$ cat src/rtl/mem_stage.sv
// mem_stage: memory-access pipeline stage between EXE and write-back.
//
// Accepts one instruction per handshake from the 110-bit EXE->MEM bus. It then
// performs any load/store through a request/ready data-memory port, doing
// byte-lane steering and load extension. The result goes out as a 70-bit
// write-back bundle under a valid/ready handshake.
//
// Ports:
//   clk, rst      clock, asynchronous active-high reset
//   EXE_MEM_BUS   {through[15:0], alu_data[31:0], out_data[31:0], pc[29:0]}
//   exe_valid     EXE_MEM_BUS holds a valid instruction
//   exe_ready     stage can accept this cycle (combinational from state, wb_ready)
//   dm_req        data-memory request, held until dm_ready is sampled
//   dm_we         1 = store, 0 = load
//   dm_addr       word address (alu_data[31:2])
//   dm_be         byte enables
//   dm_wdata      lane-replicated store data
//   dm_rdata      load data, valid with dm_ready
//   dm_ready      completes the outstanding request
//   MEM_WB_BUS    {wb_en, wb_dest[4:0], wb_data[31:0], pc[29:0], exc[1:0]}
//   wb_valid      MEM_WB_BUS valid
//   wb_ready      write-back accepts
module mem_stage (
    input  logic         clk,
    input  logic         rst,
    input  logic [109:0] EXE_MEM_BUS,
    input  logic         exe_valid,
    output logic         exe_ready,
    output logic         dm_req,
    output logic         dm_we,
    output logic [29:0]  dm_addr,
    output logic [3:0]   dm_be,
    output logic [31:0]  dm_wdata,
    input  logic [31:0]  dm_rdata,
    input  logic         dm_ready,
    output logic [69:0]  MEM_WB_BUS,
    output logic         wb_valid,
    input  logic         wb_ready
);

    typedef enum logic [1:0] {
        IDLE   = 2'd0,
        ACCESS = 2'd1,
        OUT    = 2'd2
    } state_t;

    state_t state_reg;

    // Incoming bus fields
    logic [15:0] in_thr;
    logic [31:0] in_alu;
    logic [31:0] in_out;
    logic [29:0] in_pc;
    logic        in_rd;
    logic        in_wr;
    logic [1:0]  in_size;
    logic        in_uns;
    logic        in_wben;
    logic [4:0]  in_dest;
    logic [1:0]  in_a;
    logic        in_is_mem;
    logic        in_misalign;
    logic        in_go_access;
    logic [1:0]  in_exc;
    logic [3:0]  in_be;
    logic [31:0] in_wdata;
    logic [69:0] in_direct_bus;
    logic        unused_thr_bits;

    assign in_thr  = EXE_MEM_BUS[109:94];
    assign in_alu  = EXE_MEM_BUS[93:62];
    assign in_out  = EXE_MEM_BUS[61:30];
    assign in_pc   = EXE_MEM_BUS[29:0];
    assign in_rd   = in_thr[15];
    assign in_wr   = in_thr[14];
    assign in_size = in_thr[13:12];
    assign in_uns  = in_thr[11];
    assign in_wben = in_thr[10];
    assign in_dest = in_thr[9:5];
    assign in_a    = in_alu[1:0];
    assign unused_thr_bits = ^{in_thr[4:0], in_alu[31:2] == 30'd0};

    assign in_is_mem = in_rd | in_wr;

    // Size 11 behaves as a word, so any size with bit 1 set needs word alignment.
    assign in_misalign = ((in_size == 2'b01) && in_a[0]) ||
                         (in_size[1] && (in_a != 2'b00));

    assign in_go_access = in_is_mem & ~in_misalign;

    // Both mem_rd and mem_wr set counts as a store, including for the exception code.
    assign in_exc = (in_is_mem && in_misalign) ? (in_wr ? 2'b10 : 2'b01) : 2'b00;

    always_comb begin
        in_be    = 4'b1111;
        in_wdata = in_out;
        case (in_size)
            2'b00: begin
                in_be    = 4'b0001 << in_a;
                in_wdata = {4{in_out[7:0]}};
            end
            2'b01: begin
                in_be    = in_a[1] ? 4'b1100 : 4'b0011;
                in_wdata = {2{in_out[15:0]}};
            end
            default: begin
                in_be    = 4'b1111;
                in_wdata = in_out;
            end
        endcase
    end

    // Result for ops that skip the memory: non-memory ops pass wb_en through,
    // misaligned memory ops (the only memory ops taking this path) force it low.
    assign in_direct_bus = {in_wben & ~in_is_mem, in_dest, in_out, in_pc, in_exc};

    // Context kept across the ACCESS state
    logic        is_load_reg;
    logic        uns_reg;
    logic [1:0]  size_reg;
    logic [1:0]  a_reg;
    logic        wben_reg;
    logic [4:0]  dest_reg;
    logic [31:0] out_reg;
    logic [29:0] pc_reg;

    // Load lane selection and extension
    logic [7:0]  lane_byte;
    logic [15:0] lane_half;
    logic [31:0] load_ext;

    always_comb begin
        lane_half = a_reg[1] ? dm_rdata[31:16] : dm_rdata[15:0];
        case (a_reg)
            2'd0:    lane_byte = dm_rdata[7:0];
            2'd1:    lane_byte = dm_rdata[15:8];
            2'd2:    lane_byte = dm_rdata[23:16];
            default: lane_byte = dm_rdata[31:24];
        endcase
        case (size_reg)
            2'b00:   load_ext = {{24{~uns_reg & lane_byte[7]}}, lane_byte};
            2'b01:   load_ext = {{16{~uns_reg & lane_half[15]}}, lane_half};
            default: load_ext = dm_rdata;
        endcase
    end

    logic [69:0] access_bus;
    assign access_bus = is_load_reg ? {wben_reg, dest_reg, load_ext, pc_reg, 2'b00}
                                    : {1'b0, dest_reg, out_reg, pc_reg, 2'b00};

    assign exe_ready = (state_reg == IDLE) || ((state_reg == OUT) && wb_ready);

    logic accept;
    assign accept = exe_valid & exe_ready;

    always_ff @(posedge clk or posedge rst) begin
        if (rst) begin
            state_reg   <= IDLE;
            dm_req      <= 1'b0;
            dm_we       <= 1'b0;
            dm_addr     <= 30'd0;
            dm_be       <= 4'd0;
            dm_wdata    <= 32'd0;
            MEM_WB_BUS  <= 70'd0;
            wb_valid    <= 1'b0;
            is_load_reg <= 1'b0;
            uns_reg     <= 1'b0;
            size_reg    <= 2'b00;
            a_reg       <= 2'b00;
            wben_reg    <= 1'b0;
            dest_reg    <= 5'd0;
            out_reg     <= 32'd0;
            pc_reg      <= 30'd0;
        end else if (accept) begin
            // Shared by IDLE and OUT-with-wb_ready: take the new instruction.
            is_load_reg <= in_rd & ~in_wr;
            uns_reg     <= in_uns;
            size_reg    <= in_size;
            a_reg       <= in_a;
            wben_reg    <= in_wben;
            dest_reg    <= in_dest;
            out_reg     <= in_out;
            pc_reg      <= in_pc;
            if (in_go_access) begin
                state_reg <= ACCESS;
                dm_req    <= 1'b1;
                dm_we     <= in_wr;
                dm_addr   <= in_alu[31:2];
                dm_be     <= in_be;
                dm_wdata  <= in_wdata;
                wb_valid  <= 1'b0;
            end else begin
                state_reg  <= OUT;
                dm_req     <= 1'b0;
                wb_valid   <= 1'b1;
                MEM_WB_BUS <= in_direct_bus;
            end
        end else begin
            case (state_reg)
                ACCESS: begin
                    if (dm_ready) begin
                        state_reg  <= OUT;
                        dm_req     <= 1'b0;
                        wb_valid   <= 1'b1;
                        MEM_WB_BUS <= access_bus;
                    end
                end
                OUT: begin
                    // Without an accept here, wb_ready means exe_valid was low.
                    if (wb_ready) begin
                        state_reg <= IDLE;
                        wb_valid  <= 1'b0;
                    end
                end
                IDLE: begin
                    wb_valid <= 1'b0;
                end
                default: begin
                    state_reg <= IDLE;
                    dm_req    <= 1'b0;
                    wb_valid  <= 1'b0;
                end
            endcase
        end
    end

endmodule

$ cat config.mk
export PLATFORM = sky130hd
export DESIGN_NAME = mem_stage
export DESIGN_NICKNAME = d
export VERILOG_FILES = /design/src/rtl/mem_stage.sv
export SDC_FILE = /design/constraint.sdc
export NUM_CORES = 1
export LEC_CHECK = 0
export ABC_AREA = 1
export BUFFER_PORTS_ARGS = -buffer_cell sky130_fd_sc_hd__buf_2
export CORE_ASPECT_RATIO = 0.75
export CORE_MARGIN = 5
export CORE_UTILIZATION = 47
export CTS_CLUSTER_DIAMETER = 80
export DETAILED_ROUTE_END_ITERATION = 10
export GPL_TIMING_DRIVEN = 0
export PLACE_DENSITY_LB_ADDON = 0.2
export SYNTH_ARGS = -nofsm -noshare
export SYNTH_HDL_FRONTEND = slang
export SYNTH_SLANG_ARGS = --single-unit
$ cat constraint.sdc
create_clock -name clk -period 6 [get_ports clk]
set_clock_uncertainty 0.15 [all_clocks]
set_input_delay 0 -clock clk [delete_from_list [all_inputs] [get_ports clk]]
set_output_delay 0 -clock clk [all_outputs]
set_load 0.05 [all_outputs]
==> impl_metrics.sql, run 1 <==
INSERT INTO impl_metrics (metric_group, metric, value, unit) VALUES
('synth', 'post_synth_inst_count', '1224', ''),
('routing', 'drt_first_pass_iters', '7', ''),
('cells_and_area', 'largest_register_ff_count', '70', ''),
('pwr', 'internal-power', '3.590', 'mW'),
('job', 'cap_viol_max_count', '0', ''),
('routing', 'routed_wirelength', '33850', 'µm'),
('global_routing', 'first_global_vias', '10091', ''),
('synth', 'syn_area_per_cell', '7.986', 'µm²'),
('timing', 'max_freq', '304.7', 'MHz'),
('routing', 'vias', '10048', ''),
('floorplanning', 'std_cell_rows', '45', ''),
('critical_path', 'peak_fanout_along_the_critical_path', '10', ''),
('floorplanning', 'coreArea', '0.02033', 'mm²'),
('critical_path', 'critical_path.endpoint', 'dm_wdata[19]$_DFFE_PP0P_', ''),
('routing', 'dr.first_iter.drc_count', '916', ''),
('critical_path', 'startpoint_type', 'input port', ''),
('synth', 'synth_top_cells_by_area', 'dfrtp_1 (55%), nand2_1 (19%), a21oi_1 (5.0%)', ''),
('floorplanning', 'ios', '287', ''),
('global_routing', 'wire_length_of_the_first_global_routing_pass', '53590', 'µm'),
('outcome', 'outcome', 'completed', ''),
('pwr', 'power.share.clock', '20.1', '%'),
('critical_path', 'reg2reg_slack', '3.39', 'ns'),
('routing', 'postRouteAntennaNets', '0', ''),
('timing', 'tightest_slew', '0.7233', 'ns'),
('floorplanning', 'floorplan.initialDensity', '48.09', '%'),
('critical_path', 'ff2ff_path_depth', '7', ''),
('cts', 'cts.sinks', '215', ''),
('synth', 'synth.yosys.warnings', '0', ''),
('cts', 'cts_setup_buffers', '0', ''),
('synth', 'synth_fp_nets', '1371', ''),
('synth', 'synth_seq_area_share', '55.04', '%'),
('timing', 'setup_violations', '0', ''),
('timing', 'rsz0062_at_grt', 'false', ''),
('worst_hold_path', 'worstHoldPathType', 'input port to asynchronous set/reset pin', ''),
('critical_path', 'worst_r2r_startpoint', 'state_reg[0]$_DFFE_PP0P_', ''),
('critical_path', 'crit_path_start', 'EXE_MEM_BUS[107]', ''),
('cells_and_area', 'final_layout_size_suffix_gt1_share', '23.35', '%'),
('synth', 'synth_area_leader_cell', 'dfrtp_1', ''),
('synth', 'synth_area', '0.009774', 'mm²'),
('timing', 'period_minus_slack', '3.282', 'ns'),
('cts', 'cts_buffer_depth', '3', ''),
('cts', 'cts_tree', 'built', ''),
('routing', 'vias_per_cell', '5.004', ''),
('timing', 'final.period_utilization', '54.71', '%'),
('synth', 'commonest_register_cell_after_synthesis', 'dfrtp_1', ''),
('global_routing', 'global_route_usage_sum', '28.23', '%'),
('global_routing', 'grt_start_max_net_pins', '42', ''),
('synth', 'synth_largest_type_area_fraction', '55.04', '%'),
('pwr', 'power.switching', '3.302', 'mW'),
('cts', 'cts_max_level', '1', ''),
('critical_path', 'worst_setup_path_end_kind', 'register', ''),
('floorplanning', 'fp.dieW', '176.5', 'µm'),
('pwr', 'power.share.combinational', '47.6', '%'),
('synth', 'synth-seq-cells', '215', ''),
('routing', 'wl_per_cell', '16.86', 'µm'),
('pwr', 'p_per_area', '488.3', 'mW/mm²'),
('placed_design', 'place_congestion', '0.8947', ''),
('floorplanning', 'dieArea', '0.02381', 'mm²'),
('cts', 'clock_latency', '0.51', 'ns'),
('pwr', 'vdd.ir_drop.worst', '0.3637', 'mV'),
('pwr', 'p_sw_share', '47.91', '%'),
('cts', 'ctsRootBufferMaster', 'clkbuf_16', ''),
('critical_path', 'setup.worst_path.class', 'input port to register', ''),
('cts', 'numCtsBuffers', '23', ''),
('timing', 'timing.setup.tns', '0', 'ns'),
('synth', 'synth_async_sr_flop_share', '100.0', '%'),
('cells_and_area', 'nets', '1856', ''),
('timing', 'final_hold_violations', '0', ''),
('placed_design', 'portBuffers', '281', ''),
('cts', 'worst_setup_hold_path_clk_slew', '0.07', 'ns'),
('synth', 'synth_edf_count', '0', '');
-- power by group through the flow --
| stage | Sequential [mW] | Combinational (mW) | Clock (mW) |
|---|---|---|---|
| floorplan | 3.58 | 0.928 | 0 |
| global placement | 2.23 | 3.10 | 0 |
| detailed placement | 2.24 | 3.13 | 0 |
| CTS | 2.22 | 3.27 | 1.41 |
| global route | 2.29 | 3.51 | 1.47 |
| finish | 2.23 | 3.28 | 1.39 |
-- critical path, stage by stage --
cell and delay [ns]:
dlygate4sd3_1 0.53, buf_2 0.16, nand2_1 0.07, dlygate4sd3_1 0.54, nand2_1 0.05, dlygate4sd3_1 0.59
nand2_4 0.11, nand2_4 0.06, nor2_4 0.18, buf_4 0.25, buf_2 0.28, a31oi_1 0.12
dlygate4sd3_1 0.57
-- area by class of cell --
cell class,count,area (µm²)
multi-input combinational,854,3692
sequential,215,5380
tap,282,352.8
fill,1627,6211
inverter,88,341.6
clock buffer,29,628.1
buffer,67,364.1
clock inverter,13,107.6
timing repair buffer,460,3248
-- per-layer routing --
layer  GRT usage, %  up-vias  part of all wire, %
met5              0        -                    0
met4          8.162        0                  2.9
met3          6.997       67                  9.3
met2          42.57      475                   44
met1          40.72     4708                   44
li1               -     4798                    -
-- cells in the mapped netlist, types with 2 or more instances --
| master | instances |
|---|---|
| nand2_1 | 494 |
| dfrtp_1 | 215 |
| nor2_1 | 110 |
| a21oi_1 | 97 |
| inv_1 | 82 |
| o21ai_0 | 46 |
| buf_2 | 31 |
| nand3_1 | 31 |
| clkbuf_1 | 25 |
| o21bai_1 | 23 |
| nand2_2 | 21 |
| a31oi_1 | 16 |
| buf_4 | 8 |
| inv_2 | 4 |
| a41oi_1 | 3 |
| nand2_4 | 3 |
| buf_12 | 2 |
| nand4_1 | 2 |
| nor2_4 | 2 |
-- timing repair --
action / CTS / global route
hold endpoints to repair: 279 / 0
resized for setup: 0 / 0
hold buffers: 174 / 0
-- cell families after synthesis --
family,Yosys count,synth area share [%]
buffers and inverters,155,7.181
flip-flops,215,55.04
AND/OR/NAND/NOR,666,27.20
AO/OA/AOI/OAI,188,10.57
-- through the flow --
| stage | instances | utilization (%) | hold WS [ns] | cell area, µm² | setup WS, ns |
|---|---|---|---|---|---|
| after floorplan | 1224 | - | -0.03265 | 9778 | 3.052 |
| after global routing | 2008 | 69.44 | 0.05734 | 14110 | 2.597 |
| after CTS | 2008 | 69.44 | 0.008797 | 14110 | 2.796 |
| after global placement | 1787 | 56.76 | 0.04873 | 11540 | 1.645 |
| after detailed placement | 1792 | 57.25 | -0.008765 | 11640 | 3.783 |
| final | 2008 | 69.44 | 0.01104 | 14110 | 2.718 |
-- worst min-delay path by stage --
stage / depth (start not counted) / slack [ns] / endpoint / startpoint
after floorplan: 2 / -0.03 / dm_addr[15]$_DFFE_PP0P_ / EXE_MEM_BUS[79]
after global placement: 3 / 0.05 / dm_addr[20]$_DFFE_PP0P_ / EXE_MEM_BUS[84]
after detailed placement: 2 / -0.009 / dm_be[3]$_DFFE_PP0P_ / rst
after CTS: 3 / 0.009 / dm_wdata[8]$_DFFE_PP0P_ / rst
after global routing: 3 / 0.06 / dm_wdata[11]$_DFFE_PP0P_ / rst
final: 3 / 0.01 / dm_wdata[12]$_DFFE_PP0P_ / rst
-- placed cells by master, fill, tap and decap left out --
cell,instances
clkinv_2,9
clkbuf_16,23
dfrtp_1,215
o21ai_0,46
clkinvlp_4,2
a41oi_1,3
inv_6,2
dlygate4sd3_1,174
nand4_1,2
nand2_8,1
nand3_2,1
nand2_2,21
buf_2,312
nand3_1,31
o22ai_1,1
o21bai_1,23
nor2_4,2
buf_12,7
inv_4,1
bufinv_16,1
nand2_4,3
clkinv_8,1
nand2_1,494
nor2_1,110
inv_1,81
buf_8,1
a21oi_1,97
buf_4,8
o31ai_1,1
a31oi_1,16
inv_2,4
clkbuf_1,28
o21ai_1,1
clkbuf_8,3
or2_2,1
Power figures use the tool's default switching activity.
==> run 2: changes to the inputs <==
--- a/config.mk
+++ b/config.mk
@@ -5,7 +5,7 @@
 export SDC_FILE = /design/constraint.sdc
 export NUM_CORES = 1
 export LEC_CHECK = 0
-export ABC_AREA = 1
+export ABC_AREA = 0
 export BUFFER_PORTS_ARGS = -buffer_cell sky130_fd_sc_hd__buf_2
 export CORE_ASPECT_RATIO = 0.75
 export CORE_MARGIN = 5
==> constraint.sdc (replaced) <==
create_clock -name clk -period 2.7 [get_ports clk]
set_clock_uncertainty 0.15 [all_clocks]
set_input_delay 0 -clock clk [delete_from_list [all_inputs] [get_ports clk]]
set_output_delay 0 -clock clk [all_outputs]
set_load 0.05 [all_outputs]
==> run 2 against run 1 <==
  * Worst setup slack got worse by 2.5 ns
  * Wire length increased by 1.6%
  * Register-to-register slack got worse by 3.1 ns
  * Global-route usage increased by 0.12 points
  * Core utilization decreased by 1.5 points
  * Count of clock-buffer cells in the layout increased by 4
  * Largest cell class unchanged
  * Largest power group unchanged
==> impl_metrics.sql, run 2 <==
INSERT INTO impl_metrics (metric_group, metric, value, unit) VALUES
('synth', 'synth-simple-area-share', '9.711', '%'),
('synth', 'synth_seq_area_share', '54.80', '%'),
('cells_and_area', 'layout.core_utilization', '67.93', '%'),
('cts', 'cts_tree', 'built', ''),
('floorplanning', 'std_cell_rows', '45', ''),
('timing', 'max_freq', '407.6', 'MHz'),
('global_routing', 'wire_length_of_the_first_global_routing_pass', '52710', 'µm'),
('cells_and_area', 'nets', '1442', ''),
('floorplanning', 'fp.dieH', '135.2', 'µm'),
('routing', 'wl_per_cell', '21.58', 'µm'),
('critical_path', 'worst_path_arrival_time', '2.63', 'ns'),
('cts', 'worst_setup_hold_path_clk_slew', '0.06', 'ns'),
('synth', 'muxShareOfSynthArea', '19.31', '%'),
('critical_path', 'critical_path.max_stage_delay', '0.63', 'ns'),
('cts', 'cts_setup_buffers', '0', ''),
('synth', 'synth_edf_count', '0', ''),
('critical_path', 'setup.worst_path.class', 'register to register', ''),
('pwr', 'total_power', '15.38', 'mW'),
('synth', 'synth_largest_type_area_fraction', '54.80', '%'),
('synth', 'largest_family_of_logic_cells_by_synthesized_area', 'multiplexers', ''),
('cells_and_area', 'final_layout_size_suffix_gt1_share', '39.28', '%'),
('synth', 'synth-adder-area-share', '0', '%'),
('cells_and_area', 'n_fill_cell', '1575', ''),
('job', 'cap_viol_max_count', '0', ''),
('routing', 'postRouteAntennaNets', '0', ''),
('floorplanning', 'ios', '287', ''),
('cts', 'clock_latency', '0.51', 'ns'),
('timing', 'final.period_utilization', '90.87', '%'),
('synth', 'commonest_register_cell_after_synthesis', 'dfrtp_1', ''),
('placed_design', 'portBuffers', '281', ''),
('synth', 'post_synth_xor_area_fraction', '0', '%'),
('cells_and_area', 'diodes', '0', ''),
('cts', 'cts_max_level', '1', ''),
('routing', 'vias_per_cell', '5.470', ''),
('timing', 'rsz0062_at_grt', 'false', ''),
('floorplanning', 'dieArea', '0.02391', 'mm²'),
('synth', 'synth_area', '0.009818', 'mm²'),
('global_routing', 'first_global_vias', '9052', ''),
('cells_and_area', 'finalNonFillerCells', '1593', ''),
('cells_and_area', 'postLayoutCellArea', '0.01385', 'mm²'),
('worst_hold_path', 'worstHoldPathType', 'input port to asynchronous set/reset pin', ''),
('timing', 'timing.setup.tns', '0', 'ns'),
('critical_path', 'worst_setup_path_end_kind', 'register', ''),
('routing', 'drt_first_pass_iters', '5', ''),
('timing', 'period_minus_slack', '2.453', 'ns'),
('synth', 'synth_top_cells_by_area', 'dfrtp_1 (55%), mux2_2 (15%), nand2_1 (5.4%)', ''),
('pwr', 'p_leak', '6.507', 'nW'),
('cells_and_area', 'highest_count_cells_in_the_layout_ignoring_fill_and_taps', 'buf_2 (308), dfrtp_1 (215), dlygate4sd3_1 (142)', ''),
('synth', 'syn_area_per_cell', '11.66', 'µm²'),
('synth', 'netlist_top_cells_count', 'dfrtp_1 (215), nand2_1 (141), mux2_2 (127)', ''),
('critical_path', 'peak_fanout_along_the_critical_path', '10', ''),
('global_routing', 'total_congestion_overflow', '0', ''),
('synth', 'synth-seq-cells', '215', ''),
('cells_and_area', 'mostFrequentLayoutCell', 'buf_2', ''),
('routing', 'vias', '8714', ''),
('global_routing', 'grt_start_max_net_pins', '42', ''),
('global_routing', 'antenna_found_initial', '0', ''),
('timing', 'final_hold_violations', '0', ''),
('floorplanning', 'fp.dieW', '176.9', 'µm'),
('synth', 'synth_async_sr_flop_share', '100.0', '%'),
('timing', 'tightest_slew', '0.8275', 'ns'),
('critical_path', 'crit_slowest_cell', 'o2111ai_1', ''),
('timing', 'setup_violations', '0', ''),
('placed_design', 'preCtsSetupSlack', '0.3304', 'ns'),
('synth', 'synth_area_leader_cell', 'dfrtp_1', ''),
('outcome', 'outcome', 'completed', ''),
('synth', 'synth-compound-area-share', '12.21', '%'),
('routing', 'routed_wirelength', '34370', 'µm'),
('placed_design', 'place.detailed.instances', '1410', ''),
('critical_path', 'worstPathRequired', '2.88', 'ns'),
('placed_design', 'place_congestion', '0.9441', ''),
('placed_design', 'placement.cell_area', '0.01168', 'mm²'),
('floorplanning', 'coreArea', '0.02038', 'mm²'),
('pwr', 'p_per_area', '1111', 'mW/mm²'),
('floorplanning', 'floorplan.initialDensity', '48.17', '%'),
('cts', 'cts.sinks', '215', ''),
('cts', 'postCtsHoldBufs', '142', ''),
('synth', 'post_synth_inst_count', '842', ''),
('timing', 'finalHoldWorstSlack', '0.05350', 'ns'),
('cells_and_area', 'largest_register_ff_count', '70', ''),
('cts', 'numCtsBuffers', '23', ''),
('critical_path', 'startpoint_type', 'register', ''),
('synth', 'yosysUniqueCellTypes', '55', ''),
('timing', 'timing.final.ws_setup', '0.2466', 'ns'),
('cts', 'ctsRootBufferMaster', 'clkbuf_16', ''),
('routing', 'dr.first_iter.drc_count', '683', ''),
('synth', 'synth_fp_nets', '989', ''),
('critical_path', 'cp_cell_sequence', 'clkbuf_1, nand2b_1, buf_2, nor3_1, o2111ai_1, a32oi_1', ''),
('pwr', 'vdd.ir_drop.worst', '0.9258', 'mV'),
('placed_design', 'dp.final_hpwl', '24150', 'µm'),
('synth', 'synth.yosys.warnings', '0', ''),
('global_routing', 'global_route_usage_sum', '28.35', '%'),
('routing', 'route.detailed.drc', '0', ''),
('cells_and_area', 'synthToLayoutAreaGrowth', '41.02', '%'),
('cts', 'cts-resized-gates', '0', ''),
('cts', 'cts_buffer_depth', '3', ''),
('synth', 'yosys.cell_count.top_type', 'dfrtp_1', ''),
('timing', 'maxSlewHeadroom', '44.71', '%'),
('timing', 'report.final.slew_viol_count', '0', '');
## run 2: cell count changes after synthesis, moves of 23 or more
cell,delta
nand2_1,-353
mux2_2,+127
nor2_1,-97
a21oi_1,-85
inv_1,-66
a221oi_1,+23
## run 2: layout make-up
cell class,count,area (µm²),area share [%]
sequential,215,5380,38.86
multi-input combinational,543,4048,29.23
timing repair buffer,428,2928,21.15
clock buffer,33,673.1,4.862
tap,282,352.8,2.548
buffer,67,326.6,2.359
clock inverter,8,70.07,0.5061
inverter,17,67.56,0.4880
## run 2: worst paths after layout
check / endpoint / start / slack (ns) / depth (start not counted)
hold reg to reg: out_reg[29]$_DFFE_PP0P_ / out_reg[29]$_DFFE_PP0P_ / 0.32 / 2
max in group asynchronous: pc_reg[1]$_DFFE_PP0P_ / rst / 1.45 / 5
min in group clk: MEM_WB_BUS[32]$_DFFE_PP0P_ / dm_rdata[0] / 0.10 / 5
setup / recovery: MEM_WB_BUS[43]$_DFFE_PP0P_ / size_reg[0]$_DFFE_PP0P_ / 0.25 / 6
setup reg to reg: MEM_WB_BUS[43]$_DFFE_PP0P_ / size_reg[0]$_DFFE_PP0P_ / 0.25 / 6
hold / removal: dm_addr[18]$_DFFE_PP0P_ / rst / 0.05 / 3
## run 2: cells by family (layout without fill, tap and decap cells)
group	count (synthesis)	in the layout
buffers and inverters	84	553
multiplexers	165	165
AND/OR/NAND/NOR	215	215
flip-flops	215	215
AO/OA/AOI/OAI	163	163
## run 2: worst max-delay path: cells and delay by family (launching register included)
kind                   cells  cell delay [ns]
AND/OR/NAND/NOR            2             0.32
AO/OA/AOI/OAI              2             0.83
flip-flops                 1             0.32
buffers and inverters      2             0.64
## run 2: per-layer routing
| metal | share of wire, % | GRT usage, % | up-vias |
|---|---|---|---|
| met2 | 44 | 43.74 | 439 |
| met4 | 1.8 | 5.584 | 0 |
| met3 | 11 | 9.598 | 44 |
| met1 | 43 | 39.53 | 4280 |
| li1 | - | - | 3951 |
| met5 | 0 | 0 | - |
## run 2: power breakdown
| part | internal (mW) | total [mW] | switching (mW) |
|---|---|---|---|
| combinational | 2.09 | 7.19 | 5.10 |
| sequential | 4.41 | 5.05 | 0.639 |
| clock | 1.83 | 3.14 | 1.32 |
==> run 3: changes to the inputs <==
--- a/config.mk
+++ b/config.mk
@@ -9,11 +9,12 @@
 export BUFFER_PORTS_ARGS = -buffer_cell sky130_fd_sc_hd__buf_2
 export CORE_ASPECT_RATIO = 0.75
 export CORE_MARGIN = 5
-export CORE_UTILIZATION = 47
+export CORE_UTILIZATION = 55
 export CTS_CLUSTER_DIAMETER = 80
 export DETAILED_ROUTE_END_ITERATION = 10
 export GPL_TIMING_DRIVEN = 0
 export PLACE_DENSITY_LB_ADDON = 0.2
+export SKIP_CTS_REPAIR_TIMING = 1
 export SYNTH_ARGS = -nofsm -noshare
 export SYNTH_HDL_FRONTEND = slang
 export SYNTH_SLANG_ARGS = --single-unit
==> constraint.sdc (replaced) <==
create_clock -name clk -period 2.85 [get_ports clk]
set_clock_uncertainty 0.15 [all_clocks]
set_input_delay 0 -clock clk [delete_from_list [all_inputs] [get_ports clk]]
set_output_delay 0 -clock clk [all_outputs]
set_load 0.05 [all_outputs]
==> run 3 against run 2 <==
  * Highest routed layer unchanged
  * Final area is 0.89% lower
  * The run now ends with negative hold slack left
  * First-iteration DRC count is 24% higher
  * Global-route usage rose by 0.99 points
  * Count of clock-buffer cells in the layout fell by 1
  * Combinational power down 5.1%
  * Via count rose by 2.3%
  * Total power is 5.9% lower
  * Sequential share of layout area increased by 0.35 points
  * Sequential power down 4.4%
==> impl_metrics.sql, run 3 (synthesis gave the netlist of run 2 again) <==
INSERT INTO impl_metrics (metric_group, metric, value, unit) VALUES
('outcome', 'outcome', 'finished with violations', ''),
('outcome', 'failed_checks', 'negative hold slack', ''),
('placed_design', 'place_congestion', '0.9256', ''),
('timing', 'report.final.slew_viol_count', '0', ''),
('cts', 'ctsRootBufferMaster', 'clkbuf_16', ''),
('critical_path', 'critical_path.max_stage_delay', '0.55', 'ns'),
('timing', 'final.period_utilization', '92.40', '%'),
('pwr', 'internal-power', '7.821', 'mW'),
('timing', 'final_hold_violations', '1', ''),
('pwr', 'p_per_area', '1055', 'mW/mm²'),
('routing', 'wl_per_cell', '22.55', 'µm'),
('job', 'cap_viol_max_count', '0', ''),
('routing', 'drt_first_pass_iters', '5', ''),
('timing', 'max_freq', '379.7', 'MHz'),
('critical_path', 'worst_setup_path_end_kind', 'register', ''),
('critical_path', 'worstPathRequired', '3.08', 'ns'),
('placed_design', 'portBuffers', '281', ''),
('cells_and_area', 'final_layout_size_suffix_gt1_share', '38.99', '%'),
('timing', 'timing.final.ws_setup', '0.2165', 'ns'),
('global_routing', 'global_route_usage_sum', '29.34', '%'),
('floorplanning', 'coreArea', '0.01760', 'mm²'),
('timing', 'rsz0062_at_grt', 'false', ''),
('global_routing', 'grt_start_max_net_pins', '43', ''),
('global_routing', 'wire_length_of_the_first_global_routing_pass', '47120', 'µm'),
('placed_design', 'dp.final_hpwl', '23650', 'µm'),
('pwr', 'power.share.clock', '19.5', '%'),
('timing', 'setup_violations', '0', ''),
('routing', 'postRouteAntennaNets', '0', ''),
('cts', 'cts_buffer_depth', '3', ''),
('global_routing', 'grt_use_met3', '12.83', '%'),
('critical_path', 'crit_path_start', 'state_reg[1]$_DFFE_PP0P_', ''),
('critical_path', 'setup.worst_path.class', 'register to register', ''),
('pwr', 'power.switching', '6.650', 'mW'),
('cts', 'cts_max_level', '1', ''),
('floorplanning', 'ios', '287', ''),
('routing', 'route.detailed.drc', '0', ''),
('critical_path', 'crit_slowest_cell', 'dlygate4sd3_1', ''),
('critical_path', 'startpoint_type', 'register', ''),
('floorplanning', 'std_cell_rows', '42', ''),
('critical_path', 'peak_fanout_along_the_critical_path', '10', ''),
('cells_and_area', 'diodes', '0', ''),
('routing', 'routed_wirelength', '34840', 'µm'),
('placed_design', 'preCtsSetupSlack', '0.4836', 'ns'),
('worst_hold_path', 'worstHoldPathType', 'input port to register', ''),
('global_routing', 'total_congestion_overflow', '0', ''),
('critical_path', 'timing.rr.end', 'dm_we$_DFFE_PP0P_', ''),
('cells_and_area', 'n_fill_cell', '1120', ''),
('timing', 'maxSlewHeadroom', '45.72', '%'),
('global_routing', 'gr-usage-met2', '44.19', '%'),
('pwr', 'p_leak', '6.471', 'nW'),
('pwr', 'total_power', '14.47', 'mW'),
('timing', 'tightest_slew', '0.8134', 'ns'),
('routing', 'vias', '8917', ''),
('pwr', 'vdd.ir_drop.worst', '0.7983', 'mV'),
('pwr', 'seq_power_share', '33.4', '%'),
('cts', 'clock_latency', '0.50', 'ns'),
('placed_design', 'placement.cell_area', '0.01163', 'mm²'),
('cts', 'numCtsBuffers', '22', ''),
('cts', 'worst_setup_hold_path_clk_slew', '0.06', 'ns'),
('routing', 'vias_per_cell', '5.772', ''),
('pwr', 'power.share.combinational', '47.1', '%'),
('critical_path', 'critical_path.endpoint', 'dm_we$_DFFE_PP0P_', ''),
('critical_path', 'worst_path_arrival_time', '2.87', 'ns'),
('floorplanning', 'dieArea', '0.02065', 'mm²'),
('cells_and_area', 'mostFrequentLayoutCell', 'buf_2', ''),
('floorplanning', 'floorplan.initialDensity', '55.77', '%'),
('global_routing', 'grt.met1_usage', '40.32', '%'),
('floorplanning', 'fp.dieW', '164.3', 'µm'),
('cells_and_area', 'postLayoutCellArea', '0.01372', 'mm²'),
('critical_path', 'most_frequent_cell_on_critical_path', 'buf_2', ''),
('cells_and_area', 'nets', '1439', ''),
('critical_path', 'reg2reg_slack', '0.22', 'ns'),
('critical_path', 'worst_r2r_startpoint', 'state_reg[1]$_DFFE_PP0P_', ''),
('cts', 'cts_tree', 'built', ''),
('routing', 'dr.first_iter.drc_count', '844', ''),
('global_routing', 'antenna_found_initial', '0', ''),
('floorplanning', 'fp.dieH', '125.7', 'µm'),
('critical_path', 'ff2ff_path_depth', '8', ''),
('timing', 'finalHoldWorstSlack', '-0.01392', 'ns'),
('global_routing', 'first_global_vias', '8266', ''),
('cells_and_area', 'highest_count_cells_in_the_layout_ignoring_fill_and_taps', 'buf_2 (308), dfrtp_1 (215), nand2_1 (141)', ''),
('worst_hold_path', 'min_from', 'dm_rdata[15]', ''),
('cells_and_area', 'largest_register_ff_count', '70', ''),
('timing', 'period_minus_slack', '2.633', 'ns'),
('cts', 'cts.sinks', '215', ''),
('cells_and_area', 'synthToLayoutAreaGrowth', '39.76', '%'),
('global_routing', 'grt_busiest_layer', 'met2', ''),
('critical_path', 'cp_cell_sequence', 'nand2b_1, and3b_1, clkbuf_1, buf_2, buf_2, nand3b_1, a22o_1, dlygate4sd3_1', ''),
('pwr', 'p_sw_share', '45.95', '%');
==> run 3: cell types whose count changed in the layout (fill, tap and decap cells not counted) <==
cell | previous run | this run
clkinv_2 | 5 | 2
dlygate4sd3_1 | 142 | 140
clkbuf_1 | 35 | 36
clkbuf_8 | 6 | 4
clkinvlp_4 | 3 | 1
==> run 3: layer usage <==
metal | vias up | share of wire [%] | routed length (µm)
met5 | - | 0 | 0
met4 | 0 | 2.7 | 937
met3 | 84 | 12 | 4088
met2 | 527 | 46 | 16040
met1 | 4367 | 40 | 13770
li1 | 3939 | - | -
==> run 3: area by class of cell <==
class	count	area [µm²]	area share, %
tap	242	302.8	2.207
sequential	215	5380	39.21
timing repair buffer	426	2908	21.19
inverter	17	67.56	0.4924
buffer	67	326.6	2.380
multi-input combinational	543	4048	29.50
clock inverter	3	40.04	0.2918
clock buffer	32	649.4	4.732
==> run 3: worst min-delay path by stage <==
stage                     slack [ns]  cells past startpoint                         end
final                          -0.01                      5  MEM_WB_BUS[47]$_DFFE_PP0P_
after global routing            0.04                      5  MEM_WB_BUS[47]$_DFFE_PP0P_
after CTS                      -0.52                      2     dm_addr[25]$_DFFE_PP0P_
after detailed placement       0.008                      2     dm_addr[25]$_DFFE_PP0P_
after global placement          0.04                      3         uns_reg$_DFFE_PP0P_
after floorplan                -0.04                      2        a_reg[0]$_DFFE_PP0P_
==> run 3: critical path: cells and delay by family, from the launching register on <==
kind | cells | cell delay, ns
AO/OA/AOI/OAI | 1 | 0.17
AND/OR/NAND/NOR | 3 | 0.46
flip-flops | 1 | 0.40
buffers and inverters | 4 | 1.33
==> run 3: power by group through the flow <==
stage / Combinational [mW] / Sequential (mW) / Clock, mW
floorplan: 1.96 / 7.68 / 0
global placement: 6.49 / 4.77 / 0
detailed placement: 6.58 / 4.81 / 0
CTS: 6.60 / 4.78 / 2.83
global route: 7.16 / 4.95 / 2.97
finish: 6.82 / 4.83 / 2.82
==> run 3: stage by stage <==
stage / hold slack, ns / util [%] / cells / setup TNS [ns]
6_report: -0.01392 / 77.95 / 1545 / 0
5_1_grt: 0.04442 / 77.95 / 1545 / 0
4_1_cts: -0.5157 / 69.99 / 1405 / 0
3_5_place_dp: 0.007908 / 66.07 / 1370 / 0
3_3_place_gp: 0.04243 / 65.50 / 1365 / -294.36
2_1_floorplan: -0.04456 / - / 842 / -21.10
